--- config.mk ---
export PLATFORM = sky130hd
export DESIGN_NAME = mem_test_engine
export DESIGN_NICKNAME = d
export VERILOG_FILES = /design/src/rtl/mem_test_engine.sv
export SDC_FILE = /design/constraint.sdc
export NUM_CORES = 1
export LEC_CHECK = 0
export ABC_AREA = 0
export ABC_CLOCK_PERIOD_IN_PS = 5800
export CAP_MARGIN = 20
export CELL_PAD_IN_SITES_DETAIL_PLACEMENT = 2
export CELL_PAD_IN_SITES_GLOBAL_PLACEMENT = 2
export CORE_MARGIN = 2
export CORE_UTILIZATION = 35
export DETAILED_ROUTE_END_ITERATION = 8
export GPL_ROUTABILITY_DRIVEN = 0
export PLACE_DENSITY = 0.9
export SLEW_MARGIN = 0
export SYNTH_ARGS = -nofsm -noshare
export SYNTH_HDL_FRONTEND = slang
export SYNTH_SLANG_ARGS = --single-unit
--- constraint.sdc ---
create_clock -name clk -period 5.8 [get_ports clk]
set_input_delay 0.87 -clock clk [delete_from_list [all_inputs] [get_ports clk]]
set_output_delay 0.87 -clock clk [all_outputs]
set_load 0.005 [all_outputs]
--- src/rtl/mem_test_engine.sv ---
// Looping write-then-readback memory tester on a req/ack word port with pass/fail counters.
// Latency: one access per cycle at zero-wait ack; one DONE bubble between passes.
// Backpressure: request and its addr/we/wdata hold until mem_ack. MEMTEST_ERR_CAPTURE_EN enables first-error capture.
module mem_test_engine #(
    parameter int              ADDR_W    = 24,
    parameter int              DATA_W    = 16,
    parameter longint unsigned BASE_ADDR = 0,
    parameter longint unsigned WORDS     = 64'd1 << ADDR_W,
    parameter logic [31:0]     LFSR_SEED = 32'hACE12468
) (
    input  logic              clk,
    input  logic              rst_n,
    input  logic              run,
    input  logic [1:0]        mode,
    output logic              mem_req,
    output logic              mem_we,
    output logic [ADDR_W-1:0] mem_addr,
    output logic [DATA_W-1:0] mem_wdata,
    input  logic              mem_ack,
    input  logic [DATA_W-1:0] mem_rdata,
    output logic              busy,
    output logic [1:0]        state,
    output logic [31:0]       passcount,
    output logic [31:0]       failcount,
    output logic              err_seen,
    output logic [ADDR_W-1:0] err_addr,
    output logic [DATA_W-1:0] err_exp,
    output logic [DATA_W-1:0] err_got
);
    localparam int IDX_W = $clog2(WORDS) + 1;
    localparam int POS_W = (DATA_W > 1) ? $clog2(DATA_W) : 1;
    localparam logic [IDX_W-1:0]  LAST_IDX = IDX_W'(WORDS - 1);
    localparam logic [ADDR_W-1:0] BASE     = ADDR_W'(BASE_ADDR);
    localparam logic [POS_W-1:0]  POS_LAST = POS_W'(DATA_W - 1);

    typedef enum logic [1:0] {
        ST_IDLE  = 2'd0,
        ST_WRITE = 2'd1,
        ST_READ  = 2'd2,
        ST_DONE  = 2'd3
    } state_t;

    state_t            state_q, state_d;
    logic [1:0]        mode_q;
    logic [IDX_W-1:0]  idx_q;
    logic [31:0]       lfsr_q, snap_q, lfsr_next;
    logic [POS_W-1:0]  pass_pos_q, walk_pos_q, pass_pos_next, walk_pos_next;
    logic [ADDR_W-1:0] addr_raw;
    logic [DATA_W-1:0] pat;
    logic              req, ack_ok, last, mismatch;

    assign lfsr_next     = {lfsr_q[30:0], lfsr_q[31] ^ lfsr_q[21] ^ lfsr_q[1] ^ lfsr_q[0]};
    assign walk_pos_next = (walk_pos_q == POS_LAST) ? '0 : walk_pos_q + 1'b1;
    assign pass_pos_next = (pass_pos_q == POS_LAST) ? '0 : pass_pos_q + 1'b1;
    assign addr_raw      = BASE + ADDR_W'(idx_q);
    assign last          = (idx_q == LAST_IDX);

    // walk_pos tracks (idx + pass) mod DATA_W incrementally, avoiding a divider
    always_comb begin
        pat = lfsr_q[DATA_W-1:0];
        case (mode_q)
            2'd1:    pat = DATA_W'(1) << walk_pos_q;
            2'd2:    pat = DATA_W'(addr_raw) ^ {DATA_W{passcount[0]}};
            default: pat = lfsr_q[DATA_W-1:0];
        endcase
    end

    // Request qualifiers come straight from the state flop so reset drops them at once
    assign req       = (state_q == ST_WRITE) || (state_q == ST_READ);
    assign mem_req   = req;
    assign mem_we    = (state_q == ST_WRITE);
    assign mem_addr  = req ? addr_raw : '0;
    assign mem_wdata = mem_we ? pat : '0;
    assign ack_ok    = req && mem_ack;
    assign mismatch  = ack_ok && !mem_we && (mem_rdata != pat);
    assign busy      = (state_q != ST_IDLE);
    assign state     = state_q;

    always_ff @(posedge clk or negedge rst_n) begin
        if (!rst_n) state_q <= ST_IDLE;
        else        state_q <= state_d;
    end

    always_comb begin
        state_d = state_q;
        case (state_q)
            ST_IDLE:  if (run) state_d = ST_WRITE;
            ST_WRITE: if (mem_ack && last) state_d = ST_READ;
            ST_READ:  if (mem_ack && last) state_d = ST_DONE;
            default:  state_d = run ? ST_WRITE : ST_IDLE;
        endcase
    end

    always_ff @(posedge clk or negedge rst_n) begin
        if (!rst_n) begin
            mode_q     <= '0;
            idx_q      <= '0;
            lfsr_q     <= LFSR_SEED;
            snap_q     <= LFSR_SEED;
            pass_pos_q <= '0;
            walk_pos_q <= '0;
            passcount  <= '0;
            failcount  <= '0;
        end else begin
            if ((state_q == ST_IDLE || state_q == ST_DONE) && run) mode_q <= mode;
            if (ack_ok) begin
                if (last && mem_we) begin
                    // read phase replays the same sequence from the pass-start seed
                    idx_q      <= '0;
                    lfsr_q     <= snap_q;
                    walk_pos_q <= pass_pos_q;
                end else begin
                    idx_q      <= last ? '0 : idx_q + 1'b1;
                    lfsr_q     <= lfsr_next;
                    walk_pos_q <= walk_pos_next;
                end
            end
            if (state_q == ST_DONE) begin
                passcount  <= passcount + 32'd1;
                snap_q     <= lfsr_q;
                pass_pos_q <= pass_pos_next;
                walk_pos_q <= pass_pos_next;
            end
            if (mismatch && (failcount != 32'hFFFF_FFFF)) failcount <= failcount + 32'd1;
        end
    end

`ifdef MEMTEST_ERR_CAPTURE_EN
    always_ff @(posedge clk or negedge rst_n) begin
        if (!rst_n) begin
            err_seen <= 1'b0;
            err_addr <= '0;
            err_exp  <= '0;
            err_got  <= '0;
        end else if (mismatch && !err_seen) begin
            err_seen <= 1'b1;
            err_addr <= addr_raw;
            err_exp  <= pat;
            err_got  <= mem_rdata;
        end
    end
`else
    assign err_seen = 1'b0;
    assign err_addr = '0;
    assign err_exp  = '0;
    assign err_got  = '0;
`endif
endmodule

* Yosys cells after proc, flatten, opt, wreduce, memory -nomap -nowiden
Cells that the tools add are included. Widths: inputs -> output; s select.
Cells by class: bitwise gates (word level) 4, add/subtract/negate cells 5, shift-type cells 1, multiplexer cells 16, eq/ne operators 13, reduce and logical (&&, ||, !) cells 14
Operators with widths (number):
- $add 32x1->32 const B | 2
- $mux 25 | 2
- $mux 32 | 1
- $ne 32x32->1 const B | 1
- $pmux 16 s2 | 1
- $add 25x1->25 const B | 1
- $eq 25x24->1 const B | 1
- $mux 24 | 1
- $mux 4 | 5
- $mux 16 | 1
- $ne 16x16->1 | 1
- $shl 1x4->16 const A | 1
- $xor 16x16->16 | 1
- $add 4x1->4 const B | 2
- $eq 4x4->1 const B | 2
- $logic_and 1x1->1 | 7
- $eq 2x2->1 const B | 3
- $mux 2 | 3
- $pmux 2 s3 | 1
- $eq 2x1->1 const B | 2
- $ne 2x1->1 const B | 2
- $reduce_bool 2->1 | 2
- $reduce_and 3->1 | 1
- $xor 1x1->1 | 3
- other kinds (5) | 6
Storage, ports and cells: flip-flop bits (word level) 165, input bits 22, output and inout bits 166

* Logic depth before layout (Yosys ltp)
depth in word-level cells 6, depth in mapped cells 12, mapped depth without buffers 10

* Least setup slack after synthesis
OpenSTA, ideal clock, no wires.
path type in2reg, from in mem_rdata[2], to reg failcount[1], stages 8, arrival time 2974 ps, buffers on the path 1, setup slack 2699 ps, cell sequence inv_2 a221o_1 a32o_1 o31a_1 or4_4 o211ai_4 buf_6 mux2_1
On the way: cells in the longest elaborated chain, start to end 3
Ends and longest elaborated chain:
- start: declaration | RTL line 20 | input logic [DATA_W-1:0] mem_rdata,
- $ne 16x16->1 | RTL line 75 | assign mismatch = ack_ok && !mem_we && (mem_rdata != pat);
- $logic_and 1x1->1 | RTL line 75
- $logic_and 1x1->1 | RTL line 124 | if (mismatch && (failcount != 32'hFFFF_FFFF)) failcount <= failcount + 32'd1;
- end signal: assignment | RTL line 124
- end: declaration | RTL line 24 | output logic [31:0] failcount,
No other way between the ends. A chain may end at the register's enable or synchronous reset.

* Worst setup path in the final report
from reg walk_pos_q[2], to reg failcount[19]
On the way: cells in the longest elaborated chain, start to end 5
Ends and longest elaborated chain:
- start: declaration | RTL line 47 | logic [POS_W-1:0] pass_pos_q, walk_pos_q, pass_pos_next, walk_pos_next;
- start signal: assignment | RTL line 111 | walk_pos_q <= pass_pos_q;
- start signal: assignment | RTL line 115 | walk_pos_q <= walk_pos_next;
- start signal: assignment | RTL line 122 | walk_pos_q <= pass_pos_next;
- $shl 1x4->16 | RTL line 62 | 2'd1: pat = DATA_W'(1) << walk_pos_q;
- $pmux 16 s2 | RTL line 61 | case (mode_q)
- $ne 16x16->1 | RTL line 75
- $logic_and 1x1->1 | RTL line 75
- $logic_and 1x1->1 | RTL line 124
No other way between the ends.

==> out/metrics.yaml <==
synth_ff_type: "dfrtp_1"
r2r_cells: 9
synth.distinct_cells: 59
async_flop_share_pct: 100
viasPerCell: 5.39
cts_root_buf: "clkbuf_16"
dp_cells: 1365
drt-wirelength-per-cell_microns: 22.4
finalHoldViolCount: 0
final_area_sq_mm: 0.0112
detail_route.iter0.violations: 552
cp.arrival_ns: 4.57
die_y_microns: 167
synth_largest_area_cell: "dfrtp_1"
cts_setup_buffers: 0
drv_cap: 0
tightestPinTransition_ns: 0.987
regToRegEndpoint: "failcount[19]"
placed_area_sq_mm: 0.0106
fin_crit_sh_pct: 73.4
ir_drop_v: 0.000419
drt_pass1_iterations: 5
syn-instance-count: 944
antenna_found_initial: 1
worst-r2r-setup-slack_ns: 1.54
dp_slack_ns: 1.52
clk_latency_ns: 0.46
fmax_mhz: 235
timing.rr.start: "walk_pos_q[2]"
synth-edff-count: 0
synth_area_leaders: "dfrtp_1 (38%), xor2_1 (7.7%), dfstp_2 (7.4%)"
cts_resized: 0
path_class: "reg2reg"
final_cells: 1398
cts.clk_slew.worst_paths_ns: 0.07
required_ns: 6.11
cts_tree: "done"
overflow: 0
cts_sinks: 165
dieArea_sq_mm: 0.0278
crit_path_end_kind: "flip-flop"
timing.final.crit_period_ns: 4.26
clockBufferDepth: 2
clock_skew_ns: 0.0174
cts_buffers: 17
via_count: 7541
setup_viol: 0
syn_avg_cell_area_sq_um: 9.81
io-pin-count: 188
grt_pass1_vias: 8349
hold_ws_ns: 0.434
multi_input_area_sq_mm: 0.00457
gr-usage-all-layers_pct: 22.7
core_sq_mm: 0.0260
initial_core_util_pct: 35.6
ys_seq_area_share_pct: 45.0
grt_start_max_net_pins: 76
yosysWarnings: 0
synth_seq_cells: 165
dp_hpwl_microns: 21200
synth_area_sq_mm: 0.00926
critPathMaxFanout: 32
die_w_microns: 167
io_buffers: 130
status: "complete, no violations"
htree_num_levels: 4
max_slew_margin_pct: 34.2
pwr_density_cell_mw_per_mm2: 422
min_path_type: "in2async"
final-seq-area_sq_mm: 0.00416
final_max_slew_viol_count: 0
rsz0062_at_grt: "false"
layout-drive-gt1-share_pct: 10.1
route.detailed.drc: 0
synth_top_area_share_pct: 37.6
synth_common_cells: "dfrtp_1 (139), nand2_1 (100), xor2_1 (81)"
ctsHoldBuffers: 0
power.leakage_nw: 5.17
start_kind: "flip-flop"
layout.nets: 1087
drt-total-wl_microns: 31300
row_count: 59
fin_setup_tns_ns: 0
antenna_left: 0
syn2layout_area_growth_pct: 21.0
grt_pass1_wl_microns: 49800
yosysMostFrequentCell: "dfrtp_1"
worst_slack_ns: 1.54
fillers: 2765
[worst max-delay path, cell delays in order, from the launching register on]
cell      delay (ns)
dfrtp_1         0.77
clkinv_1        0.48
ha_1            0.37
a221oi_1        0.46
or3_1           0.21
nand3_1         0.09
or4_4           0.60
o211ai_4        0.77
nor4_1          0.16
xor2_1          0.20
[cell type report]
cell class / count / area share [%]
Sequential cell: 165 / 37.1
Timing Repair Buffer: 137 / 12.1
Multi-Input combinational cell: 704 / 40.8
Tap cell: 335 / 3.74
Inverter: 24 / 0.804
Clock inverter: 15 / 1.59
Clock buffer: 17 / 3.80
Antenna cell: 1 / 0.0223
[power by group]
group	internal, mW	leakage [nW]	switching [mW]	total (mW)
registers	1.38	2.15	0.327	1.70
clock network	0.585	0.292	0.591	1.18
logic	0.717	2.73	1.13	1.85
total	2.68	5.17	2.05	4.73
[metal layers]
layer	GRT usage (%)	routed length, microns
met1	28.2	12700
met2	40.2	16200
met3	3.99	1650
met4	6.82	635
met5	0	13
[sequential cells by signal, summed over array words and instances (netlist names)]
signal / count
failcount: 32
idx_q: 25
mode_q: 2
snap_q: 32
lfsr_q: 32
passcount: 32
walk_pos_q: 4
state: 2
pass_pos_q: 4
[cell usage in the layout (no fill, tap or decap), types with 16 or more instances in the layout]
cell,netlist,layout
dfrtp_1,139,139
clkdlybuf4s50_1,0,129
nand2_1,100,98
xor2_1,81,81
o21ai_0,59,59
conb_1,1,57
nor2_1,47,47
xnor2_1,38,38
nand3_1,35,35
mux2i_1,35,35
mux2_2,34,34
and2_1,33,33
dfstp_2,26,26
nor3_1,23,23
inv_1,22,22
nand4_1,22,22
a21oi_1,18,18
clkbuf_16,0,17
and3_1,16,16
[metrics by stage]
step / power (mW) / util [%]
after floorplan: 2.74 / -
after global placement: 3.36 / 40.8
after detailed placement: 3.48 / 40.8
after CTS: 4.73 / 43.1
after global routing: 4.97 / 43.1
final: 4.73 / 43.1
[how the worst max path moves through the flow]
stage	start	endpoint	cells after the start
3_5_place_dp	mem_rdata[2]	failcount[19]	9
6_report	walk_pos_q[2]	failcount[19]	9
4_1_cts	mode_q[0]	failcount[19]	10
3_3_place_gp	mem_rdata[2]	failcount[1]	8
5_1_grt	walk_pos_q[2]	failcount[19]	9
2_1_floorplan	mem_rdata[2]	failcount[1]	8
[cell families (layout without fill, tap and decap cells)]
| kind of cell | count (synthesis) | after routing | share of synthesized area [%] |
|---|---|---|---|
| other | 1 | 58 | 0.0405 |
| xor gates and xnor gates | 119 | 119 | 11.3 |
| DFF | 165 | 165 | 45.0 |
| muxes | 70 | 70 | 8.04 |
| AOI/OAI and AO/OA | 127 | 127 | 8.66 |
| buffers and inverters | 131 | 193 | 8.00 |
| adders and majority gates | 16 | 16 | 2.16 |
| and+or+nand+nor | 315 | 315 | 16.9 |
No activity file was read; power rests on OpenSTA's default activity.
